File: config.mk
export PLATFORM = sky130hd
export DESIGN_NAME = bitplane_address_generator_flat
export DESIGN_NICKNAME = d
export VERILOG_FILES = /design/src/rtl/bitplane_address_generator_if.sv /design/src/rtl/bitplane_address_generator.sv /design/src/flat_wrapper.sv
export SDC_FILE = /design/constraint.sdc
export NUM_CORES = 1
export LEC_CHECK = 0
export ABC_AREA = 1
export CAP_MARGIN = 20
export CORE_ASPECT_RATIO = 0.75
export CORE_UTILIZATION = 45
export DETAILED_ROUTE_END_ITERATION = 6
export MAX_ROUTING_LAYER = met4
export PLACE_DENSITY_LB_ADDON = 0.12
export SYNTH_ARGS = -nofsm -noshare
export SYNTH_HDL_FRONTEND = slang
export SYNTH_SLANG_ARGS = --single-unit
File: constraint.sdc
create_clock -name clk -period 4.3 [get_ports clk]
set_clock_uncertainty 0.2 [all_clocks]
set_input_delay 1.075 -clock clk [delete_from_list [all_inputs] [get_ports clk]]
set_output_delay 1.075 -clock clk [all_outputs]
set_load 0.02 [all_outputs]
File: src/rtl/bitplane_address_generator_if.sv
// RAM read bus and raster-side control outputs of the bitplane address generator.
interface bitplane_address_generator_if #(
    parameter int ADDR_W = 20
);
    logic [ADDR_W-1:0] ram_addr;
    logic              ram_rd_req;
    logic              pixel_out_ena;
    logic [9:0]        x_out;
    logic [2:0]        colour_mode_out;
    logic              two_byte_mode_out;

    modport master (
        output ram_addr,
        output ram_rd_req,
        output pixel_out_ena,
        output x_out,
        output colour_mode_out,
        output two_byte_mode_out
    );

    modport slave (
        input ram_addr,
        input ram_rd_req,
        input pixel_out_ena,
        input x_out,
        input colour_mode_out,
        input two_byte_mode_out
    );
endinterface

File: src/rtl/bitplane_address_generator.sv
// Pixel-rate bitmap address sequencer with a control-field delay line
// that realigns x/mode/enable with the returning RAM data.
module bitplane_address_generator #(
    parameter int MEM_LATENCY = 1,
    parameter int ADDR_W      = 20
) (
    input  logic              clk,
    input  logic              reset_n,
    input  logic [3:0]        pc_ena,
    input  logic              hde,
    input  logic              vde,
    input  logic              frame_start,
    input  logic              bitplane_ena,
    input  logic [ADDR_W-1:0] base_address,
    input  logic [15:0]       bytes_per_line,
    input  logic [3:0]        h_scale,
    input  logic [3:0]        v_scale,
    input  logic [2:0]        colour_mode_in,
    input  logic              two_byte_mode_in,
    bitplane_address_generator_if.master bus
);

    typedef struct packed {
        logic       act;
        logic [6:0] byte_idx;
        logic [2:0] x_sub;
        logic [2:0] mode;
        logic       two;
    } ctl_t;

    localparam ctl_t IDLE = '{
        act: 1'b0, byte_idx: 7'd0, x_sub: 3'd0,
        mode: 3'b100, two: 1'b0
    };

    logic              hde_d;
    logic              armed;
    logic [ADDR_W-1:0] line_base;
    logic [3:0]        v_cnt;
    logic [ADDR_W-1:0] addr;
    logic [2:0]        x_sub;
    logic [6:0]        byte_idx;
    logic [3:0]        h_cnt;
    logic [3:0]        h_scale_l;
    logic [3:0]        v_scale_l;
    logic [2:0]        mode_l;
    logic              two_l;
    logic              ena_l;
    logic [ADDR_W-1:0] addr_q;
    ctl_t              iss;
    ctl_t              pipe [MEM_LATENCY];

    logic              tick;
    logic              line_start;
    logic              line_end;
    logic              active;
    logic [ADDR_W-1:0] cur_addr;
    logic [2:0]        cur_xsub;
    logic [6:0]        cur_byte;
    logic [3:0]        cur_h;
    logic [3:0]        cur_hs;
    logic [2:0]        cur_mode;
    logic              cur_two;
    logic              cur_en;
    logic [3:0]        step;
    logic [3:0]        sum;
    logic [ADDR_W-1:0] n_addr;
    logic [2:0]        n_xsub;
    logic [6:0]        n_byte;
    logic [3:0]        n_h;

    assign tick       = (pc_ena == 4'h0);
    assign line_start = hde & ~hde_d;
    assign line_end   = ~hde & hde_d;

    // On the line_start tick the first fetch already uses the freshly
    // loaded line state, so the walk starts on the first hde pixel.
    always_comb begin
        cur_addr = addr;
        cur_xsub = x_sub;
        cur_byte = byte_idx;
        cur_h    = h_cnt;
        cur_hs   = h_scale_l;
        cur_mode = mode_l;
        cur_two  = two_l;
        cur_en   = ena_l;
        if (line_start) begin
            cur_addr = frame_start ? base_address : line_base;
            cur_xsub = 3'd0;
            cur_byte = 7'd0;
            cur_h    = 4'd0;
            cur_hs   = h_scale;
            cur_mode = colour_mode_in;
            cur_two  = two_byte_mode_in;
            cur_en   = bitplane_ena;
        end
        active = armed & hde & vde & cur_en & ~cur_mode[2];
        step   = 4'd1 << cur_mode[1:0];
        sum    = {1'b0, cur_xsub} + step;
        n_addr = cur_addr;
        n_xsub = cur_xsub;
        n_byte = cur_byte;
        n_h    = cur_h;
        if (active) begin
            if (cur_h == cur_hs) begin
                n_h    = 4'd0;
                n_xsub = sum[2:0];
                if (sum[3]) begin
                    n_byte = cur_byte + 7'd1;
                    n_addr = cur_addr
                           + {{(ADDR_W-2){1'b0}}, cur_two, ~cur_two};
                end
            end else begin
                n_h = cur_h + 4'd1;
            end
        end
    end

    always_ff @(posedge clk or negedge reset_n) begin
        if (!reset_n) begin
            hde_d     <= 1'b0;
            armed     <= 1'b0;
            line_base <= '0;
            v_cnt     <= 4'd0;
            addr      <= '0;
            x_sub     <= 3'd0;
            byte_idx  <= 7'd0;
            h_cnt     <= 4'd0;
            h_scale_l <= 4'd0;
            v_scale_l <= 4'd0;
            mode_l    <= 3'b100;
            two_l     <= 1'b0;
            ena_l     <= 1'b0;
            addr_q    <= '0;
            iss       <= IDLE;
            for (int i = 0; i < MEM_LATENCY; i++) pipe[i] <= IDLE;
        end else if (tick) begin
            hde_d    <= hde;
            addr     <= n_addr;
            x_sub    <= n_xsub;
            byte_idx <= n_byte;
            h_cnt    <= n_h;
            if (line_start) begin
                h_scale_l <= h_scale;
                v_scale_l <= v_scale;
                mode_l    <= colour_mode_in;
                two_l     <= two_byte_mode_in;
                ena_l     <= bitplane_ena;
            end
            if (frame_start) begin
                armed     <= 1'b1;
                line_base <= base_address;
                v_cnt     <= 4'd0;
            end else if (line_end) begin
                if (v_cnt == v_scale_l) begin
                    line_base <= line_base + ADDR_W'(bytes_per_line);
                    v_cnt     <= 4'd0;
                end else begin
                    v_cnt <= v_cnt + 4'd1;
                end
            end
            if (active) addr_q <= cur_addr;
            iss <= active ? '{act: 1'b1, byte_idx: cur_byte,
                              x_sub: cur_xsub, mode: cur_mode,
                              two: cur_two}
                          : IDLE;
            pipe[0] <= iss;
            for (int i = 1; i < MEM_LATENCY; i++) pipe[i] <= pipe[i-1];
        end
    end

    assign bus.ram_addr          = addr_q;
    assign bus.ram_rd_req        = iss.act;
    assign bus.pixel_out_ena     = pipe[MEM_LATENCY-1].act;
    assign bus.x_out             = {pipe[MEM_LATENCY-1].byte_idx,
                                    pipe[MEM_LATENCY-1].x_sub};
    assign bus.colour_mode_out   = pipe[MEM_LATENCY-1].mode;
    assign bus.two_byte_mode_out = pipe[MEM_LATENCY-1].two;

endmodule

File: src/flat_wrapper.sv
// flat-port wrapper written by rule: the top's interface ports become plain ports
module bitplane_address_generator_flat 
#(
    parameter int MEM_LATENCY = 1,
    parameter int ADDR_W      = 20
)
  (clk, reset_n, pc_ena, hde, vde, frame_start, bitplane_ena, base_address, bytes_per_line, h_scale, v_scale, colour_mode_in, two_byte_mode_in, bus_ram_addr, bus_ram_rd_req, bus_pixel_out_ena, bus_x_out, bus_colour_mode_out, bus_two_byte_mode_out);
  bitplane_address_generator_if #(.ADDR_W(ADDR_W)) bus_i ();
  input  logic clk;
  input  logic reset_n;
  input  logic [3:0] pc_ena;
  input  logic hde;
  input  logic vde;
  input  logic frame_start;
  input  logic bitplane_ena;
  input  logic [ADDR_W-1:0] base_address;
  input  logic [15:0] bytes_per_line;
  input  logic [3:0] h_scale;
  input  logic [3:0] v_scale;
  input  logic [2:0] colour_mode_in;
  input  logic two_byte_mode_in;
  output wire logic [$bits(bus_i.ram_addr)-1:0] bus_ram_addr;
  output wire logic [$bits(bus_i.ram_rd_req)-1:0] bus_ram_rd_req;
  output wire logic [$bits(bus_i.pixel_out_ena)-1:0] bus_pixel_out_ena;
  output wire logic [$bits(bus_i.x_out)-1:0] bus_x_out;
  output wire logic [$bits(bus_i.colour_mode_out)-1:0] bus_colour_mode_out;
  output wire logic [$bits(bus_i.two_byte_mode_out)-1:0] bus_two_byte_mode_out;
  assign bus_ram_addr = bus_i.ram_addr;
  assign bus_ram_rd_req = bus_i.ram_rd_req;
  assign bus_pixel_out_ena = bus_i.pixel_out_ena;
  assign bus_x_out = bus_i.x_out;
  assign bus_colour_mode_out = bus_i.colour_mode_out;
  assign bus_two_byte_mode_out = bus_i.two_byte_mode_out;
  bitplane_address_generator #(.MEM_LATENCY(MEM_LATENCY), .ADDR_W(ADDR_W)) u_core (.clk(clk), .reset_n(reset_n), .pc_ena(pc_ena), .hde(hde), .vde(vde), .frame_start(frame_start), .bitplane_ena(bitplane_ena), .base_address(base_address), .bytes_per_line(bytes_per_line), .h_scale(h_scale), .v_scale(v_scale), .colour_mode_in(colour_mode_in), .two_byte_mode_in(two_byte_mode_in), .bus(bus_i));
endmodule
==> impl_metrics.toml <==
[status]
outcome = "complete, but fails checks"
violations = "design-rule violations"

[sta]
max_freq_mhz = 267
finalMaxSlewViolations = 0
rsz0062_at_grt = "false"
hold_viol_final = 0
slew_headroom = 0.601
period_minus_slack_ns = 3.75
worst_slew_pin_slew_ns = 0.599
min_period_over_period = 0.871
hold_slack_ns = 0.277
setup_viol = 0
tns_ns = 0

[power_and_ir_drop]
vdd_drop_max_mv = 0.269
p_per_area_nw_per_um2 = 537
leakage_nw = 4.49

[place]
place_congestion = 0.945
port_buffers = 93
dpl-instance-area_um2 = 8650
hpwl_um = 14000

[grt]
grt_pass1_vias = 6302
overflow = 0
track_usage = 0.251
grt_max_degree = 111
grt_pass1_wl_um = 32300
antenna_found_initial = 0

[worst_hold_path]
min_from = "u_core.iss[3]$_DFFE_PN1P_"
min_path_type = "flip-flop to flip-flop"

[logic_synthesis]
synth_edf_count = 0
avgSynthCellArea_um2 = 7.29
synth_flop_cell = "dfrtp_1"
synth_seq_cells = 123
synth_seq_area_share = 0.414
ys_types = 44
synth_nets = 1105
synthArstFlopShare = 1.00
synth_cells = 1020
yosysWarnings = 0
mappedNetlistArea_um2 = 7440

[floorplanning]
die_area_um2 = 17100
row_count = 40
io-pin-count = 94
die_h_um = 113
fp.dieW_um = 150
initial_core_util = 0.463
core_um2 = 16100

[clocking]
clk_pin_slew_worst_paths_ns = 0.06
cts-root-buf = "clkbuf_16"
ctsResizeCount = 0
cts_buffer_depth = 2
cts_tree = "built"
hold_buffers = 0
ctsHtreeMaxLevel = 4
postCtsSetupRepairBufs = 0
clk_latency_ns = 0.42
cts_inserted_buffers = 17
cts_sinks = 123

[finish]
area_growth_pct = 24.6
final_area_um2 = 9270
num-nets-final = 1204
final_cell_mix = "nand2_1 (312), dfrtp_1 (120), inv_1 (103)"
drive_gt1_frac = 0.0945
final_common_cell = "nand2_1"
diodes = 0

[critical_path]
max_stage_delay_ns = 0.63
r2r-start = "u_core.hde_d$_DFFE_PN0P_"
cp_max_fo = 8
startpoint = "hde"
slowest_stage = "clkdlybuf4s50_1"
start_kind = "input pin"
crit_family = "simple AND/OR/NAND/NOR gates"
crit_type = "input pin to flip-flop"
crit_chain = "clkdlybuf4s50_1 -> nand2_4 -> nand2_1 -> nand2_1 -> a21oi_1 -> ha_1 -> nand3_1 -> nand3_1 -> nand3_1 -> nand2_1 -> nor2_2 -> nand2_2 -> nor2_2 -> xor2_1 -> nand2_1 -> nand2_1"
critical_path.endpoint_type = "flip-flop"
critPathArrivalTime_ns = 3.91
cp_common_cell = "nand2_1"
cp.required_ns = 4.46
crit_buf_inv = 1

[run]
maxCapViolations = 0

[detailed_routing]
dr_total_vias = 6858
postRouteAntennaNets = 0
wire_per_inst_um = 14.3
drt_iter0_drc = 547
drc = 1
routed_via_density = 5.11
drt_first_pass_iters = 7
routed_wl_um = 19200
final cells by class:
type,count,area [µm²]
Clock buffer,19,453
Clock inverter,13,165
Fill cell,1517,6800
Inverter,115,432
Multi-Input combinational cell,744,3730
Sequential cell,123,3080
Tap cell,210,263
Timing Repair Buffer,118,1140
cells in the mapped netlist (2+ instances only):
cell      number  area (µm²)
nor2_1        77         289
a21oi_1       41         205
fa_1           3        60.1
o21ai_0       76         380
nand3b_1       4        30.0
nand4_1       14        87.6
a31oi_1       10        62.6
nor3_2         2        20.0
nand3_1       75         375
xnor2_1        2        17.5
nor3_1         3        15.0
nand3_2        2        20.0
o211ai_1       2        15.0
o32ai_1        2        17.5
buf_1          5        18.8
nor2_4         6        67.6
nor3b_1        2        15.0
nand2_4        2        22.5
xor2_1        14         123
nor4_1         2        12.5
dfstp_2        3        78.8
ha_1          24         300
clkbuf_1      15        56.3
clkinv_1       2        7.51
or2_2          7        43.8
nor2_2         9        56.3
inv_1        103         387
buf_6          4        45.0
o21ai_1       21         105
inv_2         10        37.5
nand2_2        7        43.8
o22ai_1       12        75.1
buf_4          2        15.0
a21o_1         5        37.5
buf_2         12        60.1
dfrtp_1      120        3000
nand2_1      313        1170
worst min-delay path, stage by stage, from the launching register on:
cell	delay (ns)
dfstp_2	0.36
inv_1	0.06
a21oi_1	0.06
where the power goes:
group / internal, mW / switching (mW) / total (mW)
sequential: 1.45 / 0.184 / 1.63
clock: 0.944 / 0.552 / 1.50
combinational: 0.727 / 1.12 / 1.85
total: 3.12 / 1.86 / 4.98
per-stage QoR:
| step | setup WS (ns) | total power, mW | utilization | cells |
|---|---|---|---|---|
| CTS | 0.602 | 4.99 | 0.577 | 1342 |
| global placement | 0.213 | 3.45 | 0.538 | 1310 |
| detailed placement | 0.149 | 3.47 | 0.538 | 1310 |
| finish | 0.553 | 4.98 | 0.577 | 1342 |
| global route | 0.265 | 5.34 | 0.577 | 1342 |
| floorplan | 0.798 | 2.90 | - | 1020 |
cell families (layout without fill, tap and decap cells):
kind of cell               after synthesis  count (layout)  share of synthesized area
adders and majority gates               27              27                     0.0485
muxes                                    1               1                    0.00135
and+or+nand+nor                        526             526                      0.307
xor gates and xnor gates                16              16                     0.0188
AOI/OAI and AO/OA                      174             174                      0.126
DFF                                    123             123                      0.414
buffers and inverters                  153             265                     0.0843
per-layer routing:
metal / track usage / vias to the layer above / share of wire
met5: - / - / 0
met4: 0.0404 / 0 / 0.0055
met3: 0.0565 / 10 / 0.066
met2: 0.343 / 187 / 0.41
met1: 0.380 / 3152 / 0.52
li1: - / 3509 / -
state kept, by name, summed over array words and instances (netlist names), 4 cells and up:
register             flops
u_core.bus.x_out        10
u_core.addr             20
u_core.v_scale_l         4
u_core.iss              14
u_core.bus.ram_addr     20
u_core.h_cnt             4
u_core.byte_idx          7
u_core.line_base        20
u_core.h_scale_l         4
u_core.v_cnt             4
worst paths after layout:
path                       depth (start not counted)  slack, ns                           endpoint
min reg2reg                                        2       0.28          u_core.iss[3]$_DFFE_PN1P_
max reg2reg                                       16       1.29         u_core.addr[5]$_DFFE_PN0P_
min                                                2       0.28          u_core.iss[3]$_DFFE_PN1P_
min in group asynchronous                          1       0.31   u_core.line_base[14]$_DFFE_PN0P_
max                                               16       0.55         u_core.addr[5]$_DFFE_PN0P_
max in group asynchronous                          2       2.72  u_core.bus.ram_rd_req$_DFFE_PN0P_
Note: power is estimated with default switching activity, not from simulation.
